`config.mk`:
```
export PLATFORM = sky130hd
export DESIGN_NAME = fifo_reader
export DESIGN_NICKNAME = d
export VERILOG_FILES = /design/src/rtl/fifo_reader_pkg.sv /design/src/rtl/fifo_reader.sv
export SDC_FILE = /design/constraint.sdc
export NUM_CORES = 1
export LEC_CHECK = 0
export ABC_AREA = 1
export BUFFER_PORTS_ARGS = -buffer_cell sky130_fd_sc_hd__buf_2
export CAP_MARGIN = 20
export CORE_ASPECT_RATIO = 1.2
export CORE_MARGIN = 5
export CORE_UTILIZATION = 51
export CTS_CLUSTER_SIZE = 8
export DETAILED_ROUTE_END_ITERATION = 8
export PLACE_DENSITY = 0.78
export SYNTH_ARGS = -nofsm -noshare
export SYNTH_HDL_FRONTEND = slang
export SYNTH_SLANG_ARGS = --single-unit
```
`constraint.sdc`:
```
create_clock -name clk -period 2.2 [get_ports clk]
set_clock_uncertainty 0.15 [all_clocks]
set_input_delay 0.33 -clock clk [delete_from_list [all_inputs] [get_ports clk]]
set_output_delay 0.33 -clock clk [all_outputs]
set_load 0.01 [all_outputs]
```
`src/rtl/fifo_reader_pkg.sv`:
```
// Shared types and constants for the FIFO read-side controller.
package fifo_reader_pkg;

    typedef enum logic {
        IDLE = 1'b0,
        HOLD = 1'b1
    } state_t;

    localparam int RD_COUNT_W = 16;

endpackage : fifo_reader_pkg

```
`src/rtl/fifo_reader.sv`:
```
// Read-side controller for a flagless push/pop FIFO: tracks occupancy from the
// push strobe, issues pops, and presents each word on a registered valid/ready stream.
module fifo_reader
    import fifo_reader_pkg::*;
#(
    parameter int FIFO_depth  = 8,
    parameter int FIFO_width  = 4,
    parameter int FIFO_cntr_w = 4
) (
    input  logic                   clk,
    input  logic                   FIFO_reset,
    input  logic                   push_mon,
    input  logic [FIFO_width-1:0]  fifo_data,
    output logic                   pop,
    output logic [FIFO_width-1:0]  m_data,
    output logic                   m_valid,
    input  logic                   m_ready,
    output logic [FIFO_cntr_w-1:0] level,
    output logic                   overflow,
    output logic [RD_COUNT_W-1:0]  rd_count
);

    localparam logic [FIFO_cntr_w-1:0] LEVEL_ZERO = {FIFO_cntr_w{1'b0}};
    localparam logic [FIFO_cntr_w-1:0] LEVEL_ONE  = {{(FIFO_cntr_w-1){1'b0}}, 1'b1};
    localparam logic [FIFO_cntr_w-1:0] LEVEL_FULL = FIFO_cntr_w'(FIFO_depth);
    localparam logic [RD_COUNT_W-1:0]  CNT_ZERO   = {RD_COUNT_W{1'b0}};
    localparam logic [RD_COUNT_W-1:0]  CNT_ONE    = {{(RD_COUNT_W-1){1'b0}}, 1'b1};

    state_t                 r_state;
    state_t                 w_state_next;
    logic [FIFO_cntr_w-1:0] r_level;
    logic [FIFO_cntr_w-1:0] w_level_next;
    logic [FIFO_width-1:0]  r_m_data;
    logic                   r_m_valid;
    logic                   r_overflow;
    logic [RD_COUNT_W-1:0]  r_rd_count;
    logic                   w_pop;
    logic                   w_accept;
    logic                   w_full;
    logic                   w_overflow_set;

    // Pop decision, next state, occupancy update and overflow detection.
    // pop uses the registered level, so it stays low while reset holds level at 0.
    always_comb begin
        w_state_next   = r_state;
        w_level_next   = r_level;
        w_full         = (r_level == LEVEL_FULL);
        w_accept       = (r_state == HOLD) && m_ready;
        w_pop          = (r_level != LEVEL_ZERO) && ((r_state == IDLE) || m_ready);
        w_overflow_set = push_mon && w_full && !w_pop;

        case (r_state)
            IDLE: begin
                if (w_pop) begin
                    w_state_next = HOLD;
                end else begin
                    w_state_next = IDLE;
                end
            end
            HOLD: begin
                if (w_pop) begin
                    w_state_next = HOLD;
                end else if (m_ready) begin
                    w_state_next = IDLE;
                end else begin
                    w_state_next = HOLD;
                end
            end
            default: begin
                w_state_next = IDLE;
            end
        endcase

        if (push_mon && !w_pop) begin
            if (w_full) begin
                w_level_next = r_level;
            end else begin
                w_level_next = r_level + LEVEL_ONE;
            end
        end else if (w_pop && !push_mon) begin
            w_level_next = r_level - LEVEL_ONE;
        end else begin
            w_level_next = r_level;
        end
    end

    // State, stream register, occupancy and statistics registers.
    always_ff @(posedge clk or posedge FIFO_reset) begin
        if (FIFO_reset) begin
            r_state    <= IDLE;
            r_m_valid  <= 1'b0;
            r_m_data   <= {FIFO_width{1'b0}};
            r_level    <= LEVEL_ZERO;
            r_overflow <= 1'b0;
            r_rd_count <= CNT_ZERO;
        end else begin
            r_state    <= w_state_next;
            r_m_valid  <= (w_state_next == HOLD);
            r_level    <= w_level_next;
            r_overflow <= r_overflow | w_overflow_set;
            if (w_pop) begin
                r_m_data <= fifo_data;
            end else begin
                r_m_data <= r_m_data;
            end
            if (w_accept) begin
                r_rd_count <= r_rd_count + CNT_ONE;
            end else begin
                r_rd_count <= r_rd_count;
            end
        end
    end

    assign pop      = w_pop;
    assign m_data   = r_m_data;
    assign m_valid  = r_m_valid;
    assign level    = r_level;
    assign overflow = r_overflow;
    assign rd_count = r_rd_count;

endmodule : fifo_reader

```
==> impl_metrics.env, run 1 <==
export IMPL_status="completed"
export IMPL_drt_vias_per_instance=4.84
export IMPL_use_met1_pct=17.2
export IMPL_grt_util_all_layers_pct=15.6
export IMPL_rsz0062_at_grt="false"
export IMPL_critPathTopFamily="simple AND/OR/NAND/NOR gates"
export IMPL_cts_inserted_buffers=3
export IMPL_synth_nets=153
export IMPL_yosysWarningCount=0
export IMPL_routed_wirelength_mm=2.56
export IMPL_drc=0
export IMPL_p_leak_uw=0.000902
export IMPL_use_met3_pct=3.14
export IMPL_synth_cell_types=25
export IMPL_cts_tree="built"
export IMPL_relSlewSlack_pct=78.1
export IMPL_wl_per_cell_um=11.7
export IMPL_fmax_mhz=502
export IMPL_synth_flop_cell="dfrtp_1"
export IMPL_antenna_found_initial=0
export IMPL_fill_cells=210
export IMPL_maxCapViolations=0
export IMPL_clk_latency_ps=310
export IMPL_synth_seq_cells=26
export IMPL_synth_cell_area_um2=1320
export IMPL_slew_viol_final=0
export IMPL_setup_viol=0
export IMPL_path_common_cell="nand2_1"
export IMPL_tightestPinTransition_ps=329
export IMPL_hold_viol=0
export IMPL_initial_core_util_pct=52.7
export IMPL_root_buffer="clkbuf_4"
export IMPL_ant_nets=0
export IMPL_cts_path_max_buffers=2
export IMPL_cp_slowest_stage_delay_ps=470
export IMPL_period_needed_ps=1990
export IMPL_num_vias=1060
export IMPL_endpoint_kind="flip-flop"
export IMPL_synth_edf_count=0
export IMPL_synth_top_cells_by_area="dfrtp_1 (49%), nand2_1 (11%), xor2_1 (5.3%)"
export IMPL_worst_ep_arrival_time_ps=2070
export IMPL_ir_worst_vdd_uv=719
export IMPL_path_buf_inv=1
export IMPL_synth_top_area_share_pct=49.4
export IMPL_nNetsFinal=199
export IMPL_grt_first_pass_wirelength_mm=4.68
export IMPL_tns_ps=0
export IMPL_synth_cells=141
export IMPL_fp_coreArea_um2=2500
export IMPL_die_x_um=56.4
export IMPL_yosysMostFrequentCell="nand2_1"
export IMPL_holdWs_ps=53.5
export IMPL_fin_cells=219
export IMPL_period_share_pct=90.5
export IMPL_diodes=0
export IMPL_die_h_um=65.7
export IMPL_hpwl_mm=2.02
export IMPL_clkTransAtPathRegs_ps=140
export IMPL_rows=20
export IMPL_syn2layout_area_growth_pct=24.3
export IMPL_avgSynthCellArea_um2=9.34
export IMPL_synthTopCellsByCount="nand2_1 (38), dfrtp_1 (26), inv_1 (15), nand3_1 (9)"
export IMPL_start_kind="flip-flop"
export IMPL_top_usage_layer="met2"
export IMPL_portBuffers=34
export IMPL_yosysSeqAreaShare_pct=49.4
export IMPL_grt_pass1_vias=1094
export IMPL_p_per_area_nw_per_um2=1030
export IMPL_synth_largest_area_cell="dfrtp_1"
export IMPL_ctsHtreeMaxLevel=1
export IMPL_drive_above_1_share_pct=34.9
export IMPL_hold_class="primary input to flip-flop"
export IMPL_overflow=0
export IMPL_gr_usage_met2_pct=29.7
export IMPL_path_cells="nor2_2 -> nand2_1 -> nand2_4 -> nand2_2 -> ha_1 -> nand3_1 -> nand3_1 -> nand3b_1 -> nand2_1 -> nand2_1 -> nand2_1 -> inv_1"
export IMPL_cp_required_ps=2280
export IMPL_dr_pass1_iters=4
export IMPL_crit_fanout=5
export IMPL_boundaryPins=35
export IMPL_gp_congestion=0.841
export IMPL_slowest_stage="dfrtp_1"
export IMPL_placed_cells=210
export IMPL_grt_max_degree=27
export IMPL_die_area_um2=3700
export IMPL_critical_path_class="flip-flop to flip-flop"
export IMPL_async_reset_ff_share_pct=100
export IMPL_cts_sinks=26
export IMPL_first_iter_violations=32
worst paths after layout:
path / start / endpoint / slack, ps / cells past startpoint
worst max-delay path: level[1]$_DFFE_PP0P_ / level[3]$_DFFE_PP0P_ / 210 / 12
worst min-delay path: fifo_data[1] / m_data[1]$_DFFE_PP0P_ / 50 / 3
worst max register to register: level[1]$_DFFE_PP0P_ / level[3]$_DFFE_PP0P_ / 210 / 12
min in group asynchronous: FIFO_reset / m_data[3]$_DFFE_PP0P_ / 440 / 4
worst min register to register: rd_count[15]$_DFFE_PP0P_ / rd_count[15]$_DFFE_PP0P_ / 330 / 1
max in group asynchronous: FIFO_reset / level[2]$_DFFE_PP0P_ / 1180 / 4
state kept, by name (all words and copies together) (netlist names):
signal	count
level	4
m_data	4
m_valid	1
rd_count	16
overflow	1
worst register-to-register path, stage by stage (launching register included):
cell	delay, ps
dfrtp_1	470
nor2_2	150
nand2_1	100
nand2_4	70
nand2_2	100
ha_1	300
nand3_1	90
nand3_1	90
nand3b_1	190
nand2_1	80
nand2_1	50
nand2_1	50
inv_1	30
stage by stage:
step | cell area [um^2] | util [%] | setup WS, ps | total power (uW)
after floorplan | 1320 | - | 169 | 1150
after global placement | 1540 | 61.7 | 230 | 1350
after detailed placement | 1540 | 61.7 | 114 | 1390
after CTS | 1590 | 63.6 | 89.3 | 1630
after global routing | 1640 | 65.5 | 14.2 | 1850
final | 1640 | 65.5 | 209 | 1680
report_power, final:
part,switching [uW],total (uW),internal (uW)
logic,379,708,329
clock network,129,230,101
registers,141,747,605
total,650,1680,1030
area by class of cell:
class,instances,area [um^2],share of cell area (%)
Tap cell,33,41.3,2.52
Clock buffer,4,36.3,2.22
Sequential cell,26,653,39.9
Inverter,17,66.3,4.05
Multi-Input combinational cell,98,616,37.6
Timing Repair Buffer,41,225,13.8
cell families (layout without fill, tap and decap cells):
kind of cell | Yosys count | after routing | synth area share (%)
AOI/OAI and AO/OA | 3 | 3 | 1.33
and+or+nand+nor | 76 | 76 | 29.9
buffers and inverters | 17 | 62 | 5.03
DFF | 26 | 26 | 49.4
xor gates and xnor gates | 15 | 15 | 9.97
adders and majority gates | 4 | 4 | 4.37
timing repair:
action,CTS,global route
hold endpoints to repair,26,0
gates resized for setup,0,4
hold buffers,1,0
endpoints found under the setup margin,0,1
buffers inserted,0,4
cells in the final DEF (no fill, tap or decap), types with 4 or more instances in the layout:
| cell type | netlist | layout |
|---|---|---|
| buf_2 | 0 | 34 |
| buf_4 | 0 | 6 |
| dfrtp_1 | 26 | 24 |
| inv_1 | 15 | 15 |
| nand2_1 | 38 | 37 |
| nand2_2 | 5 | 6 |
| nand3_1 | 9 | 9 |
| nand4_1 | 4 | 4 |
| nor2_1 | 8 | 8 |
| xnor2_1 | 7 | 7 |
| xor2_1 | 8 | 8 |
routing by layer:
metal  vias up  share of wire [%]
met5         -                  0
li1        531                  -
met2        25                 52
met3         2                6.4
met1       502                 41
met4         0               0.66
(Power assumes the default switching activity.)
==> run 2: changes to the inputs <==
--- a/config.mk
+++ b/config.mk
@@ -13,6 +13,7 @@
 export CORE_UTILIZATION = 51
 export CTS_CLUSTER_SIZE = 8
 export DETAILED_ROUTE_END_ITERATION = 8
+export GPL_TIMING_DRIVEN = 0
 export PLACE_DENSITY = 0.78
 export SYNTH_ARGS = -nofsm -noshare
 export SYNTH_HDL_FRONTEND = slang
==> run 2 against run 1 <==
Non-clock buffer count increased by 1. Critical path depth stayed put. Power fell by 1.5%. Die area did not move. First-iteration DRC count shrank 81%. Via count rose by 0.85%. Final area up 1.1%. Global-route usage rose by 0.34 points. Maximum frequency down 1.7%. Register-to-register slack got worse by 30 ps. Routed wire length is 3.0% higher.
==> impl_metrics.env, run 2 (same netlist as run 1, synthesis figures left out) <==
export IMPL_largest_reg_flops=16
export IMPL_grt_first_pass_wirelength_mm=4.80
export IMPL_fp_coreArea_um2=2500
export IMPL_cts_tree="built"
export IMPL_crit_fanout=5
export IMPL_root_buffer="clkbuf_4"
export IMPL_tns_ps=0
export IMPL_fill_cells=230
export IMPL_power_frac_clock_pct=11.8
export IMPL_dr_pass1_iters=4
export IMPL_hold_class="primary input to flip-flop"
export IMPL_hpwl_mm=1.99
export IMPL_cts_path_max_buffers=2
export IMPL_drt_met1_wl_mm=1.08
export IMPL_portBuffers=34
export IMPL_die_area_um2=3700
export IMPL_first_iter_violations=6
export IMPL_start_kind="flip-flop"
export IMPL_rsz0062_at_grt="false"
export IMPL_period_needed_ps=2030
export IMPL_status="completed"
export IMPL_p_per_area_nw_per_um2=1000
export IMPL_critPathTopFamily="simple AND/OR/NAND/NOR gates"
export IMPL_diodes=0
export IMPL_relSlewSlack_pct=67.4
export IMPL_drive_above_1_share_pct=36.0
export IMPL_overflow=0
export IMPL_cp_required_ps=2270
export IMPL_die_x_um=56.4
export IMPL_cts_inserted_buffers=3
export IMPL_final_area_um2=1660
export IMPL_gp_congestion=0.797
export IMPL_worst_ep_arrival_time_ps=2100
export IMPL_multi_input_area_um2=618
export IMPL_seq_power_share_pct=45.1
export IMPL_final_cell_mix="nand2_1 (37), buf_2 (34), dfrtp_1 (23)"
export IMPL_layout_commonest_cell="nand2_1"
export IMPL_clk_latency_ps=310
export IMPL_cts_sinks=26
export IMPL_ant_nets=0
export IMPL_antenna_found_initial=0
export IMPL_clkTransAtPathRegs_ps=130
export IMPL_period_share_pct=92.1
export IMPL_die_h_um=65.7
export IMPL_grt_max_degree=27
export IMPL_boundaryPins=35
export IMPL_finalWorstSetupSlack_ps=175
export IMPL_slew_viol_final=0
export IMPL_initial_core_util_pct=52.7
export IMPL_wl_per_cell_um=12.0
export IMPL_drc=0
export IMPL_postPlaceCellArea_um2=1530
export IMPL_p_sw_share_pct=39.4
export IMPL_comb_power_share_pct=43.1
export IMPL_routed_wirelength_mm=2.64
export IMPL_endpoint_kind="flip-flop"
export IMPL_hold_viol=0
export IMPL_cp_slowest_stage_delay_ps=480
export IMPL_dr_wl_met3_um=132
export IMPL_critical_path_class="flip-flop to flip-flop"
export IMPL_p_leak_uw=0.000907
export IMPL_grt_util_all_layers_pct=15.9
export IMPL_nNetsFinal=200
export IMPL_path_common_cell="nand2_1"
export IMPL_route_met2_wl_mm=1.41
export IMPL_grt_pass1_vias=1160
export IMPL_path_cells="nor2_2 -> nand2_1 -> nand2_4 -> nand2_2 -> ha_1 -> nand3_1 -> nand3_1 -> nand3b_1 -> nand2_1 -> nand2_1 -> nand2_1 -> inv_1"
export IMPL_maxCapViolations=0
export IMPL_rows=20
export IMPL_holdWs_ps=58.2
export IMPL_setup_viol=0
export IMPL_slowest_stage="dfrtp_2"
export IMPL_fmax_mhz=494
export IMPL_syn2layout_area_growth_pct=25.6
export IMPL_ctsHtreeMaxLevel=1
export IMPL_drt_vias_per_instance=4.88
export IMPL_tightestPinTransition_ps=489
export IMPL_ir_worst_vdd_uv=732
export IMPL_num_vias=1069
export IMPL_pre_cts_ws_ps=-25.6
export IMPL_p_sw_uw=653
export IMPL_path_buf_inv=1
export IMPL_intPower_uw=1010
export IMPL_top_layer="met4"
export IMPL_register_area_um2=654
run 2: changes by cell type in the layout (fill, tap and decap cells not counted), sizes merged:
| cell | before | now |
|---|---|---|
| buf | 40 | 41 |
| clkbuf | 4 | 3 |
run 2: power by group through the flow:
stage	logic (uW)	clock network (uW)	registers [uW]
2_1_floorplan	348	0	798
3_3_place_gp	585	0	753
3_5_place_dp	615	0	757
4_1_cts	642	207	744
5_1_grt	806	228	771
6_report	716	195	749
run 2: repair_timing:
action                                  CTS  global route
pin swaps                                 0             1
gates resized for setup                   2             4
endpoints found under the setup margin    1             1
hold buffers                              0             1
setup buffers                             1             5
hold endpoints to repair                  0             9
run 2: cell type report:
| type | count | area share (%) |
|---|---|---|
| clock buffer | 3 | 1.36 |
| inverter | 17 | 4.01 |
| multi-input combinational | 98 | 37.3 |
| sequential | 26 | 39.5 |
| tap | 33 | 2.49 |
| timing repair buffer | 42 | 15.3 |
run 2: layer usage:
metal,vias to the layer above,GRT usage [%]
met1,509,17.0
met5,-,0
met3,2,2.75
li1,531,-
met2,27,31.1
met4,0,5.34
run 2: tightest hold or removal path: stages:
cell     delay (ps)
buf_2            80
nand2_1          40
nand2_1          40
run 2: metrics by stage:
| step | util (%) | power (uW) | std cells |
|---|---|---|---|
| 6_report | 66.1 | 1660 | 219 |
| 3_5_place_dp | 61.1 | 1370 | 208 |
| 3_3_place_gp | 61.1 | 1340 | 208 |
| 5_1_grt | 66.1 | 1810 | 219 |
| 2_1_floorplan | - | 1150 | 141 |
| 4_1_cts | 62.4 | 1590 | 212 |
run 2: worst paths after layout:
check                                                 to  depth (start not counted)  slack, ps                startpoint
worst min register to register  rd_count[15]$_DFFE_PP0P_                          1        330  rd_count[15]$_DFFE_PP0P_
worst max-delay path                level[3]$_DFFE_PP0P_                         12        170      level[2]$_DFFE_PP0P_
min in group asynchronous       rd_count[14]$_DFFE_PP0P_                          3        410                FIFO_reset
max in group asynchronous           level[2]$_DFFE_PP0P_                          4       1030                FIFO_reset
worst min-delay path               m_data[1]$_DFFE_PP0P_                          3         60              fifo_data[1]
worst max register to register      level[3]$_DFFE_PP0P_                         12        170      level[2]$_DFFE_PP0P_
==> run 3: changes to the inputs <==
--- a/config.mk
+++ b/config.mk
@@ -9,7 +9,7 @@
 export BUFFER_PORTS_ARGS = -buffer_cell sky130_fd_sc_hd__buf_2
 export CAP_MARGIN = 20
 export CORE_ASPECT_RATIO = 1.2
-export CORE_MARGIN = 5
+export CORE_MARGIN = 2
 export CORE_UTILIZATION = 51
 export CTS_CLUSTER_SIZE = 8
 export DETAILED_ROUTE_END_ITERATION = 8
==> run 3 against run 2 <==
Flip-flop and latch count unchanged. Hold slack better by 1.7 ps. Largest power group unchanged. Non-clock buffer count down 3. Routed wire length down 9.9%. Global-route usage up 1.5 points. Core utilization down 1.0 points. Critical endpoint unchanged. Clock power about the same. Count of clock-buffer cells in the layout unchanged. Final cell count down 1.4%. Combinational power down 5.2%.
==> impl_metrics.env, run 3 (same netlist as run 1, synthesis figures left out) <==
export IMPL_status="completed"
export IMPL_ant_nets=0
export IMPL_comb_power_share_pct=42.2
export IMPL_tightestPinTransition_ps=346
export IMPL_path_cells="nor2_2 -> nand2_1 -> nand2_4 -> nand2_2 -> ha_1 -> nand3_1 -> nand3_1 -> nand3b_1 -> nand2_1 -> nand2_1 -> nand2_1 -> inv_1"
export IMPL_finalWorstSetupSlack_ps=143
export IMPL_die_x_um=50.4
export IMPL_post_route_util_pct=65.1
export IMPL_intPower_uw=985
export IMPL_tns_ps=0
export IMPL_p_sw_uw=626
export IMPL_layout_commonest_cell="nand2_1"
export IMPL_crit_fanout=8
export IMPL_die_h_um=59.7
export IMPL_grt_max_degree=27
export IMPL_register_area_um2=654
export IMPL_rsz0062_at_grt="false"
export IMPL_cp_required_ps=2270
export IMPL_postPlaceCellArea_um2=1530
export IMPL_boundaryPins=35
export IMPL_gp_congestion=0.773
export IMPL_portBuffers=34
export IMPL_dr_pass1_iters=4
export IMPL_startpoint="level[1]$_DFFE_PP0P_"
export IMPL_clk_latency_ps=310
export IMPL_initial_core_util_pct=52.7
export IMPL_ir_worst_vdd_uv=685
export IMPL_period_share_pct=93.5
export IMPL_first_iter_violations=15
export IMPL_cts_inserted_buffers=3
export IMPL_p_per_area_nw_per_um2=988
export IMPL_endpoint_kind="flip-flop"
export IMPL_worst_ep_arrival_time_ps=2120
export IMPL_drc=0
export IMPL_die_area_um2=3010
export IMPL_period_needed_ps=2060
export IMPL_drt_vias_per_instance=4.92
export IMPL_hold_class="primary input to flip-flop"
export IMPL_relSlewSlack_pct=76.9
export IMPL_critPathCapture="level[3]$_DFFE_PP0P_"
export IMPL_dr_wl_met3_um=104
export IMPL_diodes=0
export IMPL_p_leak_uw=0.000892
export IMPL_maxCapViolations=0
export IMPL_setup_viol=0
export IMPL_path_common_cell="nand2_1"
export IMPL_reg2regPathDepth=12
export IMPL_cp_slowest_stage_delay_ps=470
export IMPL_grt_first_pass_wirelength_mm=4.04
export IMPL_power_frac_clock_pct=12.1
export IMPL_rows=20
export IMPL_r2r_slack_ps=140
export IMPL_hpwl_mm=1.80
export IMPL_largest_reg_flops=16
export IMPL_clkTransAtPathRegs_ps=140
export IMPL_fp_coreArea_um2=2500
export IMPL_final_area_um2=1630
export IMPL_hold_viol=0
export IMPL_ctsHtreeMaxLevel=1
export IMPL_drt_met1_wl_mm=1.02
export IMPL_seq_power_share_pct=45.8
export IMPL_holdWs_ps=59.9
export IMPL_cts_sinks=26
export IMPL_top_layer="met4"
export IMPL_grt_util_all_layers_pct=17.4
export IMPL_p_sw_share_pct=38.9
export IMPL_slew_viol_final=0
export IMPL_r2r_end="level[3]$_DFFE_PP0P_"
export IMPL_timing_rr_start="level[1]$_DFFE_PP0P_"
export IMPL_routed_wirelength_mm=2.37
export IMPL_antenna_found_initial=0
export IMPL_drive_above_1_share_pct=34.4
export IMPL_syn2layout_area_growth_pct=23.7
export IMPL_final_cell_mix="nand2_1 (37), buf_2 (34), dfrtp_1 (23)"
export IMPL_cts_tree="built"
export IMPL_slowest_stage="dfrtp_2"
export IMPL_num_vias=1062
export IMPL_nNetsFinal=197
export IMPL_pre_cts_ws_ps=37.7
export IMPL_start_kind="flip-flop"
export IMPL_fmax_mhz=486
export IMPL_root_buffer="clkbuf_4"
export IMPL_grt_pass1_vias=1037
export IMPL_overflow=0
export IMPL_route_met2_wl_mm=1.23
export IMPL_fill_cells=228
export IMPL_cts_path_max_buffers=2
export IMPL_wl_per_cell_um=11.0
export IMPL_multi_input_area_um2=616
export IMPL_critical_path_class="flip-flop to flip-flop"
run 3: cell types whose count changed in the layout (fill, tap and decap cells not counted):
cell,change
buf_4,-3
nor2_1,+1
nor2_2,-1
run 3: what timing repair did:
item	CTS	global route
endpoints found under the hold margin	0	6
endpoints found under the setup margin	0	1
gates resized for setup	0	5
hold buffers	0	1
setup buffers	0	3
run 3: worst max-delay path, delay by kind of cell (launching register included):
kind	cells	cell delay (ps)
adders and majority gates	1	290
DFF	1	470
buffers and inverters	1	30
and+or+nand+nor	10	1020
run 3: power by group through the flow:
stage | registers [uW] | clock network (uW) | logic (uW)
finish | 737 | 195 | 679
global route | 757 | 220 | 762
CTS | 753 | 205 | 603
detailed placement | 759 | 0 | 602
global placement | 753 | 0 | 580
floorplan | 798 | 0 | 348
run 3: layer usage:
| layer | global-route usage, % | up-vias |
|---|---|---|
| met5 | 0 | - |
| met4 | 6.18 | 0 |
| met3 | 2.25 | 2 |
| met2 | 32.7 | 26 |
| met1 | 20.3 | 510 |
| li1 | - | 524 |
run 3: metrics by stage:
step / instances / power (uW)
final: 216 / 1610
after global routing: 216 / 1740
after CTS: 211 / 1560
after detailed placement: 208 / 1360
after global placement: 208 / 1330
after floorplan: 141 / 1150
run 3: worst min path at each step:
stage / start / to / slack, ps / cells after the start
2_1_floorplan: FIFO_reset / level[0]$_DFFE_PP0P_ / 220 / 1
3_3_place_gp: rd_count[15]$_DFFE_PP0P_ / rd_count[15]$_DFFE_PP0P_ / 310 / 1
3_5_place_dp: m_data[2]$_DFFE_PP0P_ / m_data[2]$_DFFE_PP0P_ / 310 / 2
4_1_cts: fifo_data[0] / m_data[0]$_DFFE_PP0P_ / 50 / 3
5_1_grt: fifo_data[0] / m_data[0]$_DFFE_PP0P_ / 60 / 3
6_report: fifo_data[0] / m_data[0]$_DFFE_PP0P_ / 60 / 3
run 3: cell type report:
cell class / count / share of cell area [%]
flip-flops and latches: 26 / 40.1
repair buffers: 39 / 14.1
inverters: 17 / 4.07
clock buffers: 3 / 1.38
multi-input cells: 98 / 37.8
well taps: 33 / 2.53
